<file path="src/rtl/display_scan_driver_if.sv">
`default_nettype none
// ============================================================================
// Module      : display_scan_driver_if
// Description : Bundles the display sources, selects and alarm controls
//               (master -> slave) with the scanned segment bus, digit
//               enables and buzzer (slave -> master).
// Ports       : current_time, alarm_time, key_buffer  - BCD digit sources
//               show_new_time, show_a                  - source selects
//               alarm_enable, alarm_stop               - alarm controls
//               seg, digit_en, sound_alarm             - display / buzzer
// Revision    : 1.0 - initial release
// ============================================================================
interface display_scan_driver_if #(
  parameter int NUM_DIGITS = 4,
  parameter int DIGIT_W    = 4
);
  logic [NUM_DIGITS*DIGIT_W-1:0] current_time;
  logic [NUM_DIGITS*DIGIT_W-1:0] alarm_time;
  logic [NUM_DIGITS*DIGIT_W-1:0] key_buffer;
  logic                          show_new_time;
  logic                          show_a;
  logic                          alarm_enable;
  logic                          alarm_stop;
  logic [7:0]                    seg;
  logic [NUM_DIGITS-1:0]         digit_en;
  logic                          sound_alarm;

  modport master (
    output current_time, alarm_time, key_buffer,
    output show_new_time, show_a, alarm_enable, alarm_stop,
    input  seg, digit_en, sound_alarm
  );

  modport slave (
    input  current_time, alarm_time, key_buffer,
    input  show_new_time, show_a, alarm_enable, alarm_stop,
    output seg, digit_en, sound_alarm
  );
endinterface
`default_nettype wire

</file>
<file path="src/rtl/display_scan_driver.sv">
`default_nettype none
// ============================================================================
// Module      : display_scan_driver
// Description : Time-multiplexed 7-segment driver. Picks key buffer, alarm
//               time or current time, scans one digit per SCAN_DIV cycles,
//               and owns the alarm buzzer (edge-triggered match, timed
//               duration, stop and enable).
// Ports       : clock - system clock, rising edge
//               reset - asynchronous active-low reset
//               bus   - display_scan_driver_if.slave (sources, selects,
//                       alarm controls, seg/digit_en/sound_alarm outputs)
// Revision    : 1.0 - initial release
// ============================================================================
module display_scan_driver #(
  parameter int NUM_DIGITS   = 4,
  parameter int DIGIT_W      = 4,
  parameter int SCAN_DIV     = 1000,
  parameter int ALARM_CYCLES = 5000
) (
  input  logic                  clock,
  input  logic                  reset,
  display_scan_driver_if.slave  bus
);

  localparam int PRE_W = (SCAN_DIV > 1)   ? $clog2(SCAN_DIV)   : 1;
  localparam int IDX_W = (NUM_DIGITS > 1) ? $clog2(NUM_DIGITS) : 1;
  localparam int CNT_W = $clog2(ALARM_CYCLES + 1);
  localparam int SRC_W = NUM_DIGITS * DIGIT_W;

  logic [PRE_W-1:0]      pre_q,        pre_d;
  logic [IDX_W-1:0]      idx_q,        idx_d;
  logic [7:0]            seg_q,        seg_d;
  logic [NUM_DIGITS-1:0] digit_en_q,   digit_en_d;
  logic                  sound_q,      sound_d;
  logic [CNT_W-1:0]      cnt_q,        cnt_d;
  logic                  match_prev_q, match_prev_d;

  logic                  tick;
  logic [SRC_W-1:0]      src;
  logic                  src_is_alarm;
  logic [DIGIT_W-1:0]    digit;
  logic                  match;

  function automatic logic [6:0] seg7(input logic [DIGIT_W-1:0] v);
    logic [6:0] r;
    case (32'(v))
      0:       r = 7'h3F;
      1:       r = 7'h06;
      2:       r = 7'h5B;
      3:       r = 7'h4F;
      4:       r = 7'h66;
      5:       r = 7'h6D;
      6:       r = 7'h7D;
      7:       r = 7'h07;
      8:       r = 7'h7F;
      9:       r = 7'h6F;
      default: r = 7'h40;  // non-BCD shows a dash
    endcase
    return r;
  endfunction

  // Source selection: key entry overrides alarm view, which overrides time.
  always_comb begin
    src          = bus.current_time;
    src_is_alarm = 1'b0;
    if (bus.show_new_time) begin
      src = bus.key_buffer;
    end else if (bus.show_a) begin
      src          = bus.alarm_time;
      src_is_alarm = 1'b1;
    end
  end

  assign tick  = (pre_q == PRE_W'(SCAN_DIV - 1));
  assign digit = src[idx_q*DIGIT_W +: DIGIT_W];
  assign match = (bus.current_time == bus.alarm_time);

  // Scan path: outputs only change on a tick, so each slot is glitch-free.
  always_comb begin
    pre_d      = tick ? '0 : pre_q + PRE_W'(1);
    idx_d      = idx_q;
    seg_d      = seg_q;
    digit_en_d = digit_en_q;
    if (tick) begin
      digit_en_d = NUM_DIGITS'(1) << idx_q;
      seg_d      = {src_is_alarm && (idx_q == '0), seg7(digit)};
      idx_d      = (idx_q == IDX_W'(NUM_DIGITS - 1)) ? '0 : idx_q + IDX_W'(1);
    end
  end

  // Alarm path: clear beats trigger beats countdown. The match history is
  // always updated so a held match can never retrigger.
  always_comb begin
    match_prev_d = match;
    sound_d      = sound_q;
    cnt_d        = cnt_q;
    if (bus.alarm_stop || !bus.alarm_enable) begin
      sound_d = 1'b0;
      cnt_d   = '0;
    end else if (match && !match_prev_q && !sound_q) begin
      sound_d = 1'b1;
      cnt_d   = CNT_W'(ALARM_CYCLES - 1);
    end else if (sound_q) begin
      if (cnt_q == '0) begin
        sound_d = 1'b0;
      end else begin
        cnt_d = cnt_q - CNT_W'(1);
      end
    end
  end

  always_ff @(posedge clock or negedge reset) begin
    if (!reset) begin
      pre_q        <= '0;
      idx_q        <= '0;
      seg_q        <= 8'h00;
      digit_en_q   <= '0;
      sound_q      <= 1'b0;
      cnt_q        <= '0;
      // Treat "already matching" as the history so release never triggers.
      match_prev_q <= 1'b1;
    end else begin
      pre_q        <= pre_d;
      idx_q        <= idx_d;
      seg_q        <= seg_d;
      digit_en_q   <= digit_en_d;
      sound_q      <= sound_d;
      cnt_q        <= cnt_d;
      match_prev_q <= match_prev_d;
    end
  end

  assign bus.seg         = seg_q;
  assign bus.digit_en    = digit_en_q;
  assign bus.sound_alarm = sound_q;

endmodule
`default_nettype wire

</file>
<file path="src/flat_wrapper.sv">
// flat-port wrapper written by rule: the top's interface ports become plain ports
module display_scan_driver_flat 
#(
  parameter int NUM_DIGITS   = 4,
  parameter int DIGIT_W      = 4,
  parameter int SCAN_DIV     = 1000,
  parameter int ALARM_CYCLES = 5000
)
  (clock, reset, bus_current_time, bus_alarm_time, bus_key_buffer, bus_show_new_time, bus_show_a, bus_alarm_enable, bus_alarm_stop, bus_seg, bus_digit_en, bus_sound_alarm);
  display_scan_driver_if #(.NUM_DIGITS(NUM_DIGITS), .DIGIT_W(DIGIT_W)) bus_i ();
  input  logic clock;
  input  logic reset;
  input wire logic [$bits(bus_i.current_time)-1:0] bus_current_time;
  input wire logic [$bits(bus_i.alarm_time)-1:0] bus_alarm_time;
  input wire logic [$bits(bus_i.key_buffer)-1:0] bus_key_buffer;
  input wire logic [$bits(bus_i.show_new_time)-1:0] bus_show_new_time;
  input wire logic [$bits(bus_i.show_a)-1:0] bus_show_a;
  input wire logic [$bits(bus_i.alarm_enable)-1:0] bus_alarm_enable;
  input wire logic [$bits(bus_i.alarm_stop)-1:0] bus_alarm_stop;
  output wire logic [$bits(bus_i.seg)-1:0] bus_seg;
  output wire logic [$bits(bus_i.digit_en)-1:0] bus_digit_en;
  output wire logic [$bits(bus_i.sound_alarm)-1:0] bus_sound_alarm;
  assign bus_i.current_time = bus_current_time;
  assign bus_i.alarm_time = bus_alarm_time;
  assign bus_i.key_buffer = bus_key_buffer;
  assign bus_i.show_new_time = bus_show_new_time;
  assign bus_i.show_a = bus_show_a;
  assign bus_i.alarm_enable = bus_alarm_enable;
  assign bus_i.alarm_stop = bus_alarm_stop;
  assign bus_seg = bus_i.seg;
  assign bus_digit_en = bus_i.digit_en;
  assign bus_sound_alarm = bus_i.sound_alarm;
  display_scan_driver #(.NUM_DIGITS(NUM_DIGITS), .DIGIT_W(DIGIT_W), .SCAN_DIV(SCAN_DIV), .ALARM_CYCLES(ALARM_CYCLES)) u_core (.clock(clock), .reset(reset), .bus(bus_i));
endmodule
</file>
<file path="config.mk">
export PLATFORM = sky130hd
export DESIGN_NAME = display_scan_driver_flat
export DESIGN_NICKNAME = d
export VERILOG_FILES = /design/src/rtl/display_scan_driver_if.sv /design/src/rtl/display_scan_driver.sv /design/src/flat_wrapper.sv
export SDC_FILE = /design/constraint.sdc
export NUM_CORES = 1
export LEC_CHECK = 0
export BUFFER_PORTS_ARGS = -buffer_cell sky130_fd_sc_hd__buf_2
export CORE_MARGIN = 5
export CORE_UTILIZATION = 53
export DETAILED_ROUTE_END_ITERATION = 10
export GPL_TIMING_DRIVEN = 0
export PLACE_DENSITY = 0.8
export SYNTH_ARGS = -nofsm -noshare
export SYNTH_HDL_FRONTEND = slang
export SYNTH_SLANG_ARGS = --single-unit
</file>
<file path="constraint.sdc">
create_clock -name clock -period 3.52 [get_ports clock]
set_clock_uncertainty 0.15 [all_clocks]
set_input_delay 0.704 -clock clock [delete_from_list [all_inputs] [get_ports clock]]
set_output_delay 0.704 -clock clock [all_outputs]
set_load 0.005 [all_outputs]
</file>
# Word level (Yosys, flattened, before mapping)
# Memory sizes are Yosys's and may differ from the RTL's. A register that Yosys moved wholly into a read port is not among the register bits.
# Cells that the tools add are included.
dict set report op_classes {
  mux 14
  addsub 3
  eq_ne 4
  shift 2
  reduce_logical 12
}
# operator count
set op_table {}
lappend op_table {{two-way mux 13 bit} 4}
lappend op_table {{two-way mux 16 bit} 2}
lappend op_table {{equality test 16 bit} 1}
lappend op_table {{variable part select 16 x 5 -> 4 bit} 1}
lappend op_table {{zero test 13 bit} 1}
lappend op_table {{subtractor 13 x 1 -> 13 bit (second input constant)} 1}
lappend op_table {{adder 10 x 1 -> 10 bit (second input constant)} 1}
lappend op_table {{equality test 10 bit (second input constant)} 1}
lappend op_table {{two-way mux 10 bit} 1}
lappend op_table {{two-way mux 1 bit} 6}
lappend op_table {{zero test 1 bit} 4}
lappend op_table {{<< shifter 1 x 2 -> 4 bit (first input constant)} 1}
lappend op_table {{logical AND 1 bit} 3}
lappend op_table {{!= test 3 x 1 -> 1 bit (second input constant)} 1}
lappend op_table {{nonzero test 3 bit} 1}
lappend op_table {{adder 2 x 1 -> 2 bit (second input constant)} 1}
lappend op_table {{equality test 2 bit (second input constant)} 1}
lappend op_table {{zero test 2 bit} 1}
lappend op_table {{two-way mux 2 bit} 1}
lappend op_table {{AND reduction 2 bit} 1}
lappend op_table {{logical OR 1 bit} 1}
dict set report totals {
  wordCells 43
  register_bits 39
  memories 1
  output_inout_bits 13
  romBits 112
  in_bits 54
}
# name words word_bits rd rd_clocked_by_memory_dff write_ports line
set mem_list {}
lappend mem_list {{(name not given)} 16 7 1 1 0 display_scan_driver.sv:46} ;# case (32'(v))

# Depth between registers and ports, before layout
# Gate-level depths: netlist of run 1.
dict set report logic_depth {
  ltp_word 5
  ltp_mapped 10
  depth_no_buf 9
}

# Worst setup path before layout of run 1
# No wires, ideal clock.
dict set report synth_path {
  path_kind {in2reg}
  from {input port bus_show_a}
  to {register u_core.seg_q[3] (netlist: u_core.bus.seg[3])}
  n_path_buf 1
  cell_stages 10
  t_required_ns 3.242
  setup_ns 0.128
  setup_slack_ns 0.717
  arrival_time_ns 2.525
  cell_sequence {buf_6 mux2_2 mux4_2 mux2_2 inv_1 ha_1 inv_1 nor4_1 a21oi_1 nand2_1}
}
dict set report synth_via {
  elab_chain_cells 3
}
# element line
set synth_rtl {}
lappend synth_rtl {{start, declared} flat_wrapper.sv:17} ;# input wire logic [$bits(bus_i.show_a)-1:0] bus_show_a;
lappend synth_rtl {{two-way mux 16 bit} display_scan_driver.sv:68} ;# end else if (bus.show_a) begin
lappend synth_rtl {{two-way mux 16 bit} display_scan_driver.sv:66} ;# if (bus.show_new_time) begin
lappend synth_rtl {{variable part select 16 x 5 -> 4 bit} display_scan_driver.sv:75} ;# assign digit = src[idx_q*DIGIT_W +: DIGIT_W];
lappend synth_rtl {{end, declared} display_scan_driver.sv:32} ;# logic [7:0] seg_q, seg_d;
# Every way passes these cells.
# A chain may end at the register's enable or synchronous reset.

# Worst setup path in the final report of run 1
# Ends and elaborated chain as after synthesis.

==> results.txt, run 1 <==
clock tree buffer depth - 2
EDFF count, synth - 0
Cell Count, Final, Fillers Out - 405
Setup crit end kind - register
grt total ovfl - 0
largest family of logic cells by synthesized area - simple AND/OR/NAND/NOR gates
CP max-delay cell - mux4_2
Resized cells post-CTS - 0
fin util - 65.7%
row count - 25
diode count - 0
Syn Nets - 332
Seq cells post-synth - 39
Simple-Gate Fraction of Synth Area - 19.6%
Cell Area, Placed - 0.00304 mm^2
Die X - 80.3 um
post-synthesis mux area share - 13.8%
DRT Pass-1 Iters - 4
Comb power frac - 16.1%
Hold Path Depth - 1
Post-CTS Hold Buffers - 0
status - finished clean
total number of vias - 2,244
Root Buffer - clkbuf_8
post-route design area - 0.00312 mm^2
Slew HR - 43.6%
distinct cell type count after synthesis - 51
FFs w/ async S/R, synth - 100%
worst hold margin - 309 ps
Power, Total - 909 uW
Critical Path RT - 3600 ps
Final HPWL DP - 4680 um
I/O pin count - 67
sequential share of power - 50.3%
Initial Util - 55.1%
Pwr Density - 291 mW/mm^2
Max Freq - 0.339 GHz
FF-to-FF path depth - 9
synthesized cell area - 0.00262 mm^2
Gate Count Post-Synth - 265
ys flop type - dfrtp_1
Detailed Route WL - 6050 um
vias in the first global route - 2,363
Syn-to-layout area delta - 19.1%
CP Data Arrival Time - 3030 ps
critical path launch point type - input port
CTS Sinks - 39
clock share of power - 33.6%
Syn Area/Cell - 9.89 um^2
unrepaired setup endpoints after global routing - false
net count of the finished layout - 405
Hold Vio Cnt, Final - 0
Post-Synth Adder-Cell Area - 6.21%
initial drt markers - 123
endpoints failing setup - 0
Pleak - 1.44 nW
largest net degree at the start of global routing - 40
initial antenna violation count - 0
Setup TNS Final - 0 ps
CTS Buf Count - 5
Die Height - 80.3 um
hold_sp - u_core.pre_q[0]$_DFF_PN0_
Clock Pin Slew Worst Setup and Hold Paths - 80 ps
Slew @ Worst Pin - 846 ps
total track usage - 20.5%
setup bufs post-CTS - 0
Syn. warnings - 0
CTS tree - done
worst-path cell chain - buf_2 > buf_6 > mux2_2 > mux4_2 > mux2_2 > inv_1 > ha_1 > inv_1 > nor4_1 > a21oi_1 > nand2_1
first-pass GRT wire length - 10,300 um
CP peak stage delay - 450 ps
Critical R2R Capture - u_core.bus.seg[3]$_DFFE_PN0N_
net switching power - 229 uW
H-tree levels - 2
complex-gate fraction of the synthesized area - 11.0%
post-synthesis sequential area ratio - 37.3%
Crit Path Class - in2reg
max_cap viols - 0
Worst VDD drop - 0.136 mV
placed cells - 398
crit path max fanout - 10
dpl ws - 339 ps
WL/cell - 14.9 um
area share of xor/xnor cells in the synthesized design - 9.36%
routability congestion estimate - 0.865
Worst-Skew Late Latency - 290 ps
Min-Delay Path Class - reg2reg
antenna viol nets, final - 0
core region area - 0.00475 mm^2
vias per cell - 5.54
IO Port Bufs - 66
Period minus WS final - 2950 ps
reg2reg setup slack - 650 ps
internal cell power - 681 uW
DIE AREA - 0.00645 mm^2
Hold Crit Endpoint - u_core.pre_q[0]$_DFF_PN0_
Tcrit/Tclk final - 83.8%
Final Max Slew Viols - 0
PnR worst setup slack - 571 ps
share of post-route cells with drive strength above 1 - 30.2%
Net Sw Frac - 25.2%
RR Startpoint - u_core.idx_q[0]$_DFFE_PN0N_
DRC - 0
[critical path: cells and delay by family]
family | cells | cell delay (ps)
AO/OA/AOI/OAI | 1 | 80
adder cells (fa/ha/maj) | 1 | 150
buffers and inverters | 4 | 530
multiplexers | 3 | 1170
AND/OR/NAND/NOR | 2 | 400
[sequential cells by signal, indices dropped and copies added (netlist names)]
register	flops
u_core.idx_q	2
u_core.cnt_q	13
u_core.bus.sound_alarm	1
u_core.match_prev_q	1
u_core.bus.seg	8
u_core.pre_q	10
u_core.bus.digit_en	4
[area by class of cell]
type,instances,area (um^2)
repair buffers,66,330
clock buffers,6,82.6
clock inverters,1,5.00
inverters,8,30.0
plain buffers,8,42.5
fillers,406,1630
multi-input cells,210,1570
well taps,67,83.8
flip-flops and latches,39,977
[layout by cell type (no fill, tap or decap), types with 7 or more instances in the layout]
cell type	netlist	final
a21oi_1	19	19
buf_2	1	67
dfrtp_1	38	38
ha_1	13	13
inv_1	8	8
mux2_2	7	7
mux4_2	9	9
nand2_1	30	30
nor2_1	25	25
nor3_1	7	7
o21ai_0	10	10
xnor2_1	23	23
[power by group through the flow]
stage | registers, mW | logic, mW | clock network, mW
6_report | 0.457 | 0.146 | 0.306
5_1_grt | 0.458 | 0.161 | 0.331
4_1_cts | 0.457 | 0.147 | 0.313
3_5_place_dp | 0.466 | 0.145 | 0
3_3_place_gp | 0.466 | 0.141 | 0
2_1_floorplan | 0.467 | 0.0758 | 0
[synthesized netlist by cell type, types with 2 or more instances]
master	instances	area (um^2)
a31oi_1	3	18.8
nor4_1	4	25.0
nor2b_1	2	12.5
mux2_1	2	22.5
ha_1	13	163
o21ai_0	10	50.1
a21oi_1	19	95.1
nand2_1	30	113
o21bai_1	2	15.0
and2_1	3	18.8
nand4_1	4	25.0
nor2_1	25	93.8
mux4_2	9	203
clkbuf_1	5	18.8
or4_1	2	15.0
mux2i_1	2	20.0
inv_1	8	30.0
mux2_2	7	78.8
and3_1	2	12.5
dfrtp_1	38	951
nand3_1	6	30.0
xnor2_1	23	201
nor3_1	7	35.0
nand2b_1	3	18.8
xor2_1	5	43.8
o21ai_1	3	15.0
a211oi_1	2	15.0
or3_1	3	18.8
[layer usage]
metal	part of all wire, %	routed length [um]	GRT usage (%)	up-vias
li1	-	-	-	1089
met5	0	0	0	-
met2	48	2890	33.9	96
met3	7.2	435	4.37	16
met4	2.4	148	8.61	0
met1	43	2580	25.9	1043
[how the worst max path moves through the flow]
stage	from	endpoint	slack (ps)	cells after the start
2_1_floorplan	bus_show_a	u_core.bus.seg[3]$_DFFE_PN0N_	720	10
3_3_place_gp	bus_show_a	u_core.bus.seg[3]$_DFFE_PN0N_	400	11
3_5_place_dp	bus_show_a	u_core.bus.seg[3]$_DFFE_PN0N_	340	11
4_1_cts	bus_show_a	u_core.bus.seg[3]$_DFFE_PN0N_	610	11
5_1_grt	bus_show_a	u_core.bus.seg[3]$_DFFE_PN0N_	510	11
6_report	bus_show_a	u_core.bus.seg[3]$_DFFE_PN0N_	570	11
[cell families after synthesis]
family	count (synthesis)
muxes	22
adders and majority gates	13
AOI/OAI and AO/OA	46
xor gates and xnor gates	28
buffers and inverters	16
DFF	39
and+or+nand+nor	101
(Power assumes the default switching activity.)
==> run 2, diff against run 1 <==
--- a/config.mk
+++ b/config.mk
@@ -5,12 +5,13 @@
 export SDC_FILE = /design/constraint.sdc
 export NUM_CORES = 1
 export LEC_CHECK = 0
+export ABC_AREA = 1
 export BUFFER_PORTS_ARGS = -buffer_cell sky130_fd_sc_hd__buf_2
 export CORE_MARGIN = 5
-export CORE_UTILIZATION = 53
+export CORE_UTILIZATION = 50
 export DETAILED_ROUTE_END_ITERATION = 10
 export GPL_TIMING_DRIVEN = 0
-export PLACE_DENSITY = 0.8
+export PLACE_DENSITY = 0.78
 export SYNTH_ARGS = -nofsm -noshare
 export SYNTH_HDL_FRONTEND = slang
 export SYNTH_SLANG_ARGS = --single-unit
==> constraint.sdc (replaced) <==
create_clock -name clock -period 2.6 [get_ports clock]
set_clock_uncertainty 0.15 [all_clocks]
set_input_delay 0.52 -clock clock [delete_from_list [all_inputs] [get_ports clock]]
set_output_delay 0.52 -clock clock [all_outputs]
set_load 0.005 [all_outputs]
==> results.txt, run 2 <==
fin util - 59.4% (was 65.7%)
share of post-route cells with drive strength above 1 - 21.2% (was 30.2%)
Slew @ Worst Pin - 849 ps (was 846 ps)
Cell Area, Placed - 0.00338 mm^2 (was 0.00304 mm^2)
Slew HR - 43.4% (was 43.6%)
Syn Nets - 491 (was 332)
FFs w/ async S/R, synth - 100% (unchanged)
Syn-to-layout area delta - 17.1% (was 19.1%)
largest net degree at the start of global routing - 40 (unchanged)
internal cell power - 884 uW (was 681 uW)
top post-synthesis cells by area - dfrtp_1 (32%), nand2_1 (16%), nor2_1 (6.8%) (was dfrtp_1 (36%), mux4_2 (7.7%), xnor2_1 (7.7%))
Pwr Density - 359 mW/mm^2 (was 291 mW/mm^2)
worst hold margin - 155 ps (was 309 ps)
FILL cells - 558 (was 406)
status - finished clean (unchanged)
Biggest register - u_core.cnt_q (unchanged)
Post-CTS Hold Buffers - 0 (unchanged)
DRT Pass-1 Iters - 4 (unchanged)
post-route design area - 0.00347 mm^2 (was 0.00312 mm^2)
Final Max Slew Viols - 0 (unchanged)
Crit Path Class - reg2reg (was in2reg)
CTS Sinks - 39 (unchanged)
synthesized cell area - 0.00297 mm^2 (was 0.00262 mm^2)
commonest non-fill, non-tap cells in the layout - nand2_1 (123), buf_2 (69), nor2_1 (54) (was buf_2 (67), dfrtp_1 (38), nand2_1 (30))
distinct cell type count after synthesis - 36 (was 51)
Critical R2R Capture - u_core.bus.seg[3]$_DFFE_PN0N_ (unchanged)
largest family of logic cells by synthesized area - simple AND/OR/NAND/NOR gates (unchanged)
Net Sw Frac - 29.1% (was 25.2%)
first-pass GRT wire length - 12,000 um (was 10,300 um)
clock share of power - 34.5% (was 33.6%)
Seq cells post-synth - 39 (unchanged)
net switching power - 363 uW (was 229 uW)
count leader, synth - nand2_1 (was dfrtp_1)
Post-Synth Adder-Cell Area - 5.48% (was 6.21%)
Hold Vio Cnt, Final - 0 (unchanged)
total number of vias - 2,941 (was 2,244)
PnR worst setup slack - 328 ps (was 571 ps)
initial drt markers - 106 (was 123)
DRC - 0 (unchanged)
Die Height - 87.0 um (was 80.3 um)
Comb power frac - 16.9% (was 16.1%)
crit path max fanout - 11 (was 10)
EDFF count, synth - 0 (unchanged)
vias in the first global route - 2,848 (was 2,363)
Power, Total - 1.25 mW (was 909 uW)
Gate Count Post-Synth - 424 (was 265)
max_cap viols - 0 (unchanged)
dpl ws - -183 ps (was 339 ps)
endpoints failing setup - 0 (unchanged)
DIE AREA - 0.00757 mm^2 (was 0.00645 mm^2)
FF-to-FF path depth - 12 (was 9)
I/O pin count - 67 (unchanged)
total track usage - 19.7% (was 20.5%)
Post-synth top cells - nand2_1 (123), nor2_1 (54), inv_1 (40), dfrtp_1 (38), nand3_1 (37) (was dfrtp_1 (38), nand2_1 (30), nor2_1 (25), xnor2_1 (23), a21oi_1 (19))
Root Buffer - clkbuf_8 (unchanged)
Initial Util - 50.7% (was 55.1%)
Die X - 87.0 um (was 80.3 um)
Max Freq - 0.440 GHz
IO Port Bufs - 64 (was 66)
net count of the finished layout - 562 (was 405)
CTS Buf Count - 5 (unchanged)
ys flop type - dfrtp_1 (unchanged)
max reg flops - 13 (unchanged)
RR Startpoint - u_core.idx_q[0]$_DFFE_PN0N_ (unchanged)
reg2reg setup slack - 330 ps (was 650 ps)
Min-Delay Path Class - in2async (was reg2reg)
CTS tree - done (unchanged)
complex-gate fraction of the synthesized area - 4.98% (was 11.0%)
Resized cells post-CTS - 0 (unchanged)
routability congestion estimate - 0.886 (was 0.865)
Worst-Skew Late Latency - 300 ps (was 290 ps)
post-synth top area cell - dfrtp_1 (unchanged)
Tcrit/Tclk final - 87.4%
setup bufs post-CTS - 0 (unchanged)
Clock Pin Slew Worst Setup and Hold Paths - 90 ps (was 80 ps)
grt total ovfl - 0 (unchanged)
core region area - 0.00585 mm^2 (was 0.00475 mm^2)
Syn. warnings - 0 (unchanged)
unrepaired setup endpoints after global routing - false (unchanged)
WL/cell - 12.2 um (was 14.9 um)
H-tree levels - 2 (unchanged)
vias per cell - 5.15 (was 5.54)
post-synthesis sequential area ratio - 32.9% (was 37.3%)
row count - 28 (was 25)
CP Data Arrival Time - 2320 ps (was 3030 ps)
critical path launch point type - register (was input port)
Pleak - 1.90 nW (was 1.44 nW)
antenna viol nets, final - 0 (unchanged)
Simple-Gate Fraction of Synth Area - 40.1% (was 19.6%)
Worst VDD drop - 0.179 mV (was 0.136 mV)
sequential share of power - 48.6% (was 50.3%)
area share of xor/xnor cells in the synthesized design - 7.38% (was 9.36%)
Yosys top cell area share - 32.1% (was 36.3%)
diode count - 0 (unchanged)
initial antenna violation count - 0 (unchanged)
Syn Area/Cell - 7.00 um^2 (was 9.89 um^2)
Critical Path RT - 2650 ps (was 3600 ps)
Detailed Route WL - 6990 um (was 6050 um)
post-synthesis mux area share - 0% (was 13.8%)
clock tree buffer depth - 2 (unchanged)
leading cell type in the layout, fill and taps excluded - nand2_1 (was buf_2)
Setup crit end kind - register (unchanged)
Period minus WS final - 2270 ps
Final HPWL DP - 5480 um (was 4680 um)
## run 2: cell types whose count changed after synthesis, moves of 4 or more
| cell | delta |
|---|---|
| mux4_2 | -9 |
| xnor2_1 | -18 |
| buf_2 | +4 |
| nand4_1 | +18 |
| inv_1 | +32 |
| nand2_1 | +93 |
| nand2_2 | +9 |
| mux2_2 | -7 |
| nor2_1 | +29 |
| xor2_1 | +15 |
| nand3_1 | +31 |
| a21oi_1 | -13 |
## run 2: cell type report
type / count / area [um^2] / area share [%]
buffer: 15 / 104 / 2.99
clock buffer: 5 / 68.8 / 1.98
clock inverter: 3 / 23.8 / 0.684
inverter: 44 / 168 / 4.83
multi-input combinational: 326 / 1720 / 49.5
sequential: 39 / 977 / 28.1
tap: 75 / 93.8 / 2.70
timing repair buffer: 64 / 320 / 9.22
## run 2: power groups by stage
stage	Combinational, mW	Sequential, mW	Clock, mW
floorplan	0.125	0.618	0
CTS	0.212	0.606	0.443
global route	0.239	0.606	0.465
detailed placement	0.211	0.618	0
finish	0.211	0.606	0.430
global placement	0.207	0.618	0
## run 2: critical path: stages, from the launching register on
cell      delay (ps)
dfrtp_1          420
inv_1            150
buf_2            260
o21ai_0          120
o221ai_1         180
o21ai_1          190
ha_1             340
nand3_1          100
nand2_1           60
nand2_1           50
nand2_1           50
nand2_1           50
nand2_1           50
## run 2: logic make-up (layout without fill, tap and decap cells)
family / Yosys count / in the layout
simple gates: 263 / 263
buf+inv: 59 / 131
flops: 39 / 39
compound gates: 25 / 25
xor+xnor: 25 / 25
fa+ha+maj: 13 / 13
## run 2: per-layer routing
layer	vias up	global-route usage (%)	share of wire, %
met1	1350	22.6	42
met4	0	9.21	1.9
met5	-	0	0
met3	11	4.07	4.9
met2	80	34.9	51
li1	1500	-	-
## run 2: worst max path at each step
| stage | from | endpoint | slack [ps] | cells after the start |
|---|---|---|---|---|
| CTS | bus_show_a | u_core.bus.seg[5]$_DFFE_PN0N_ | 130 | 14 |
| detailed placement | bus_show_a | u_core.bus.seg[5]$_DFFE_PN0N_ | -180 | 14 |
| global route | u_core.idx_q[0]$_DFFE_PN0N_ | u_core.bus.seg[3]$_DFFE_PN0N_ | 50 | 12 |
| floorplan | bus_show_a | u_core.bus.seg[5]$_DFFE_PN0N_ | 210 | 14 |
| global placement | bus_show_a | u_core.bus.seg[5]$_DFFE_PN0N_ | -140 | 14 |
| finish | u_core.idx_q[0]$_DFFE_PN0N_ | u_core.bus.seg[3]$_DFFE_PN0N_ | 330 | 12 |
## run 2: stage by stage
stage                     std cells  setup TNS, ps
after floorplan                 424              0
after global placement          563           -378
after detailed placement        563           -539
after CTS                       571              0
after global routing            571              0
final                           571              0
==> run 3, diff against run 2 <==
--- a/config.mk
+++ b/config.mk
@@ -8,10 +8,11 @@
 export ABC_AREA = 1
 export BUFFER_PORTS_ARGS = -buffer_cell sky130_fd_sc_hd__buf_2
 export CORE_MARGIN = 5
-export CORE_UTILIZATION = 50
+export CORE_UTILIZATION = 51
+export CTS_BUF_LIST = sky130_fd_sc_hd__clkbuf_4 sky130_fd_sc_hd__clkbuf_8
 export DETAILED_ROUTE_END_ITERATION = 10
 export GPL_TIMING_DRIVEN = 0
-export PLACE_DENSITY = 0.78
+export PLACE_DENSITY = 0.79
 export SYNTH_ARGS = -nofsm -noshare
 export SYNTH_HDL_FRONTEND = slang
 export SYNTH_SLANG_ARGS = --single-unit
==> results.txt, run 3 (same netlist as run 2, synthesis figures left out) <==
Crit Path Class - in2reg (was reg2reg)
Setup crit end kind - register (unchanged)
DIE AREA - 0.00744 mm^2 (was 0.00757 mm^2)
Critical Path RT - 2690 ps (was 2650 ps)
setup bufs post-CTS - 0 (unchanged)
internal cell power - 984 uW (was 884 uW)
Worst-Skew Late Latency - 300 ps (about the same)
H-tree levels - 2 (unchanged)
crit path max fanout - 10 (was 11)
fin util - 62.7% (was 59.4%)
DRC - 0 (unchanged)
Die X - 86.3 um (was 87.0 um)
worst-path cell chain - buf_6 > buf_4 > a211oi_1 > o32ai_1 > o21ai_1 > inv_1 > ha_1 > inv_1 > nand3_1 > nand2_1 > nand2_1 > nand2_1 > nand2_1 > nand2_1 (was inv_1 > buf_2 > o21ai_0 > o221ai_1 > o21ai_1 > ha_1 > nand3_1 > nand2_1 > nand2_1 > nand2_1 > nand2_1 > nand2_1)
reg2reg setup slack - 290 ps (was 330 ps)
worst hold margin - 165 ps (was 155 ps)
critical path launch point type - input port (was register)
Pleak - 1.92 nW (was 1.90 nW)
post-route design area - 0.00349 mm^2 (was 0.00347 mm^2)
Resized cells post-CTS - 0 (unchanged)
Biggest register - u_core.cnt_q (unchanged)
Detailed Route WL - 7370 um (was 6990 um)
largest net degree at the start of global routing - 40 (unchanged)
CP Data Arrival Time - 2450 ps (was 2320 ps)
net count of the finished layout - 562 (unchanged)
total number of vias - 2,948 (was 2,941)
I/O pin count - 67 (unchanged)
Period minus WS final - 2350 ps (was 2270 ps)
Worst VDD drop - 0.358 mV (was 0.179 mV)
clock share of power - 39.5% (was 34.5%)
Clock Pin Slew Worst Setup and Hold Paths - 90 ps (about the same)
IO Port Bufs - 64 (unchanged)
status - finished clean (unchanged)
net switching power - 369 uW (was 363 uW)
diode count - 0 (unchanged)
Critical Path Source - bus_show_a (was u_core.idx_q[0]$_DFFE_PN0N_)
Hold Vio Cnt, Final - 0 (unchanged)
grt total ovfl - 0 (unchanged)
unrepaired setup endpoints after global routing - false (unchanged)
Pwr Density - 387 mW/mm^2 (was 359 mW/mm^2)
CTS tree - done (unchanged)
first-pass GRT wire length - 12,300 um (was 12,000 um)
Final Max Slew Viols - 0 (unchanged)
CP most frequent cell - nand2_1 (unchanged)
Setup TNS Final - 0 ps (unchanged)
Root Buffer - clkbuf_8 (unchanged)
CTS Buf Count - 5 (unchanged)
initial antenna violation count - 0 (unchanged)
Power, Total - 1.35 mW (was 1.25 mW)
Syn-to-layout area delta - 17.8% (was 17.1%)
DRT Pass-1 Iters - 4 (unchanged)
Die Height - 86.3 um (was 87.0 um)
routability congestion estimate - 0.941 (was 0.886)
clock tree buffer depth - 2 (unchanged)
total track usage - 20.6% (was 19.7%)
vias in the first global route - 2,742 (was 2,848)
core region area - 0.00557 mm^2 (was 0.00585 mm^2)
Max Freq - 0.425 GHz (was 0.440 GHz)
Post-CTS Hold Buffers - 0 (unchanged)
vias per cell - 5.19 (was 5.15)
WL/cell - 13.0 um (was 12.2 um)
Tcrit/Tclk final - 90.5% (was 87.4%)
CTS Sinks - 39 (unchanged)
FF-to-FF path depth - 12 (unchanged)
row count - 27 (was 28)
Cell Area, Placed - 0.00338 mm^2 (about the same)
endpoints failing setup - 0 (unchanged)
sequential share of power - 44.8% (was 48.6%)
Critical R2R Capture - u_core.bus.seg[3]$_DFFE_PN0N_ (unchanged)
Net Sw Frac - 27.3% (was 29.1%)
Slew @ Worst Pin - 848 ps (was 849 ps)
Slew HR - 43.5% (was 43.4%)
initial drt markers - 182 (was 106)
Final HPWL DP - 5710 um (was 5480 um)
Initial Util - 53.2% (was 50.7%)
Min-Delay Path Class - in2async (unchanged)
commonest non-fill, non-tap cells in the layout - nand2_1 (123), buf_2 (69), nor2_1 (54) (unchanged)
share of post-route cells with drive strength above 1 - 21.2% (unchanged)
CP peak stage delay - 420 ps (about the same)
leading cell type in the layout, fill and taps excluded - nand2_1 (unchanged)
max_cap viols - 0 (unchanged)
Comb power frac - 15.7% (was 16.9%)
max reg flops - 13 (unchanged)
CP max-delay cell - o21ai_1 (was dfrtp_1)
RR Startpoint - u_core.idx_q[0]$_DFFE_PN0N_ (unchanged)
antenna viol nets, final - 0 (unchanged)
-- run 3: layer usage --
layer | routed length, um | part of all wire, % | global-route usage (%) | vias to the layer above
met3 | 538 | 7.3 | 5.80 | 12
met1 | 3110 | 42 | 26.3 | 1340
li1 | - | - | - | 1501
met4 | 112 | 1.5 | 7.51 | 0
met2 | 3610 | 49 | 33.5 | 95
met5 | 0 | 0 | 0 | -
-- run 3: layout make-up --
| cell class | instances | area (um^2) |
|---|---|---|
| plain buffers | 15 | 104 |
| clock buffers | 5 | 68.8 |
| clock inverters | 3 | 47.5 |
| fillers | 504 | 2080 |
| inverters | 44 | 168 |
| multi-input cells | 326 | 1720 |
| flip-flops and latches | 39 | 977 |
| well taps | 72 | 90.1 |
| repair buffers | 64 | 320 |
-- run 3: per-stage QoR --
step | worst slack [ps] | std cells
floorplan | 208 | 424
global placement | -226 | 560
detailed placement | -221 | 560
CTS | 94.9 | 568
global route | 68.2 | 568
finish | 247 | 568
-- run 3: how the worst max path moves through the flow --
| stage | to | slack (ps) |
|---|---|---|
| 2_1_floorplan | u_core.bus.seg[5]$_DFFE_PN0N_ | 210 |
| 3_3_place_gp | u_core.bus.seg[5]$_DFFE_PN0N_ | -230 |
| 3_5_place_dp | u_core.bus.seg[5]$_DFFE_PN0N_ | -220 |
| 4_1_cts | u_core.bus.seg[5]$_DFFE_PN0N_ | 90 |
| 5_1_grt | u_core.bus.seg[5]$_DFFE_PN0N_ | 70 |
| 6_report | u_core.bus.seg[5]$_DFFE_PN0N_ | 250 |
-- run 3: worst max-delay path: cells and delay by family --
family / cells / cell delay (ps)
buffers and inverters: 4 / 450
adder cells (fa/ha/maj): 1 / 220
AND/OR/NAND/NOR: 6 / 380
AO/OA/AOI/OAI: 3 / 860
-- run 3: power groups by stage --
| stage | Combinational (mW) | Sequential, mW | Clock (mW) |
|---|---|---|---|
| detailed placement | 0.210 | 0.618 | 0 |
| finish | 0.212 | 0.606 | 0.534 |
| floorplan | 0.125 | 0.618 | 0 |
| global route | 0.238 | 0.606 | 0.577 |
| global placement | 0.207 | 0.618 | 0 |
| CTS | 0.211 | 0.606 | 0.547 |
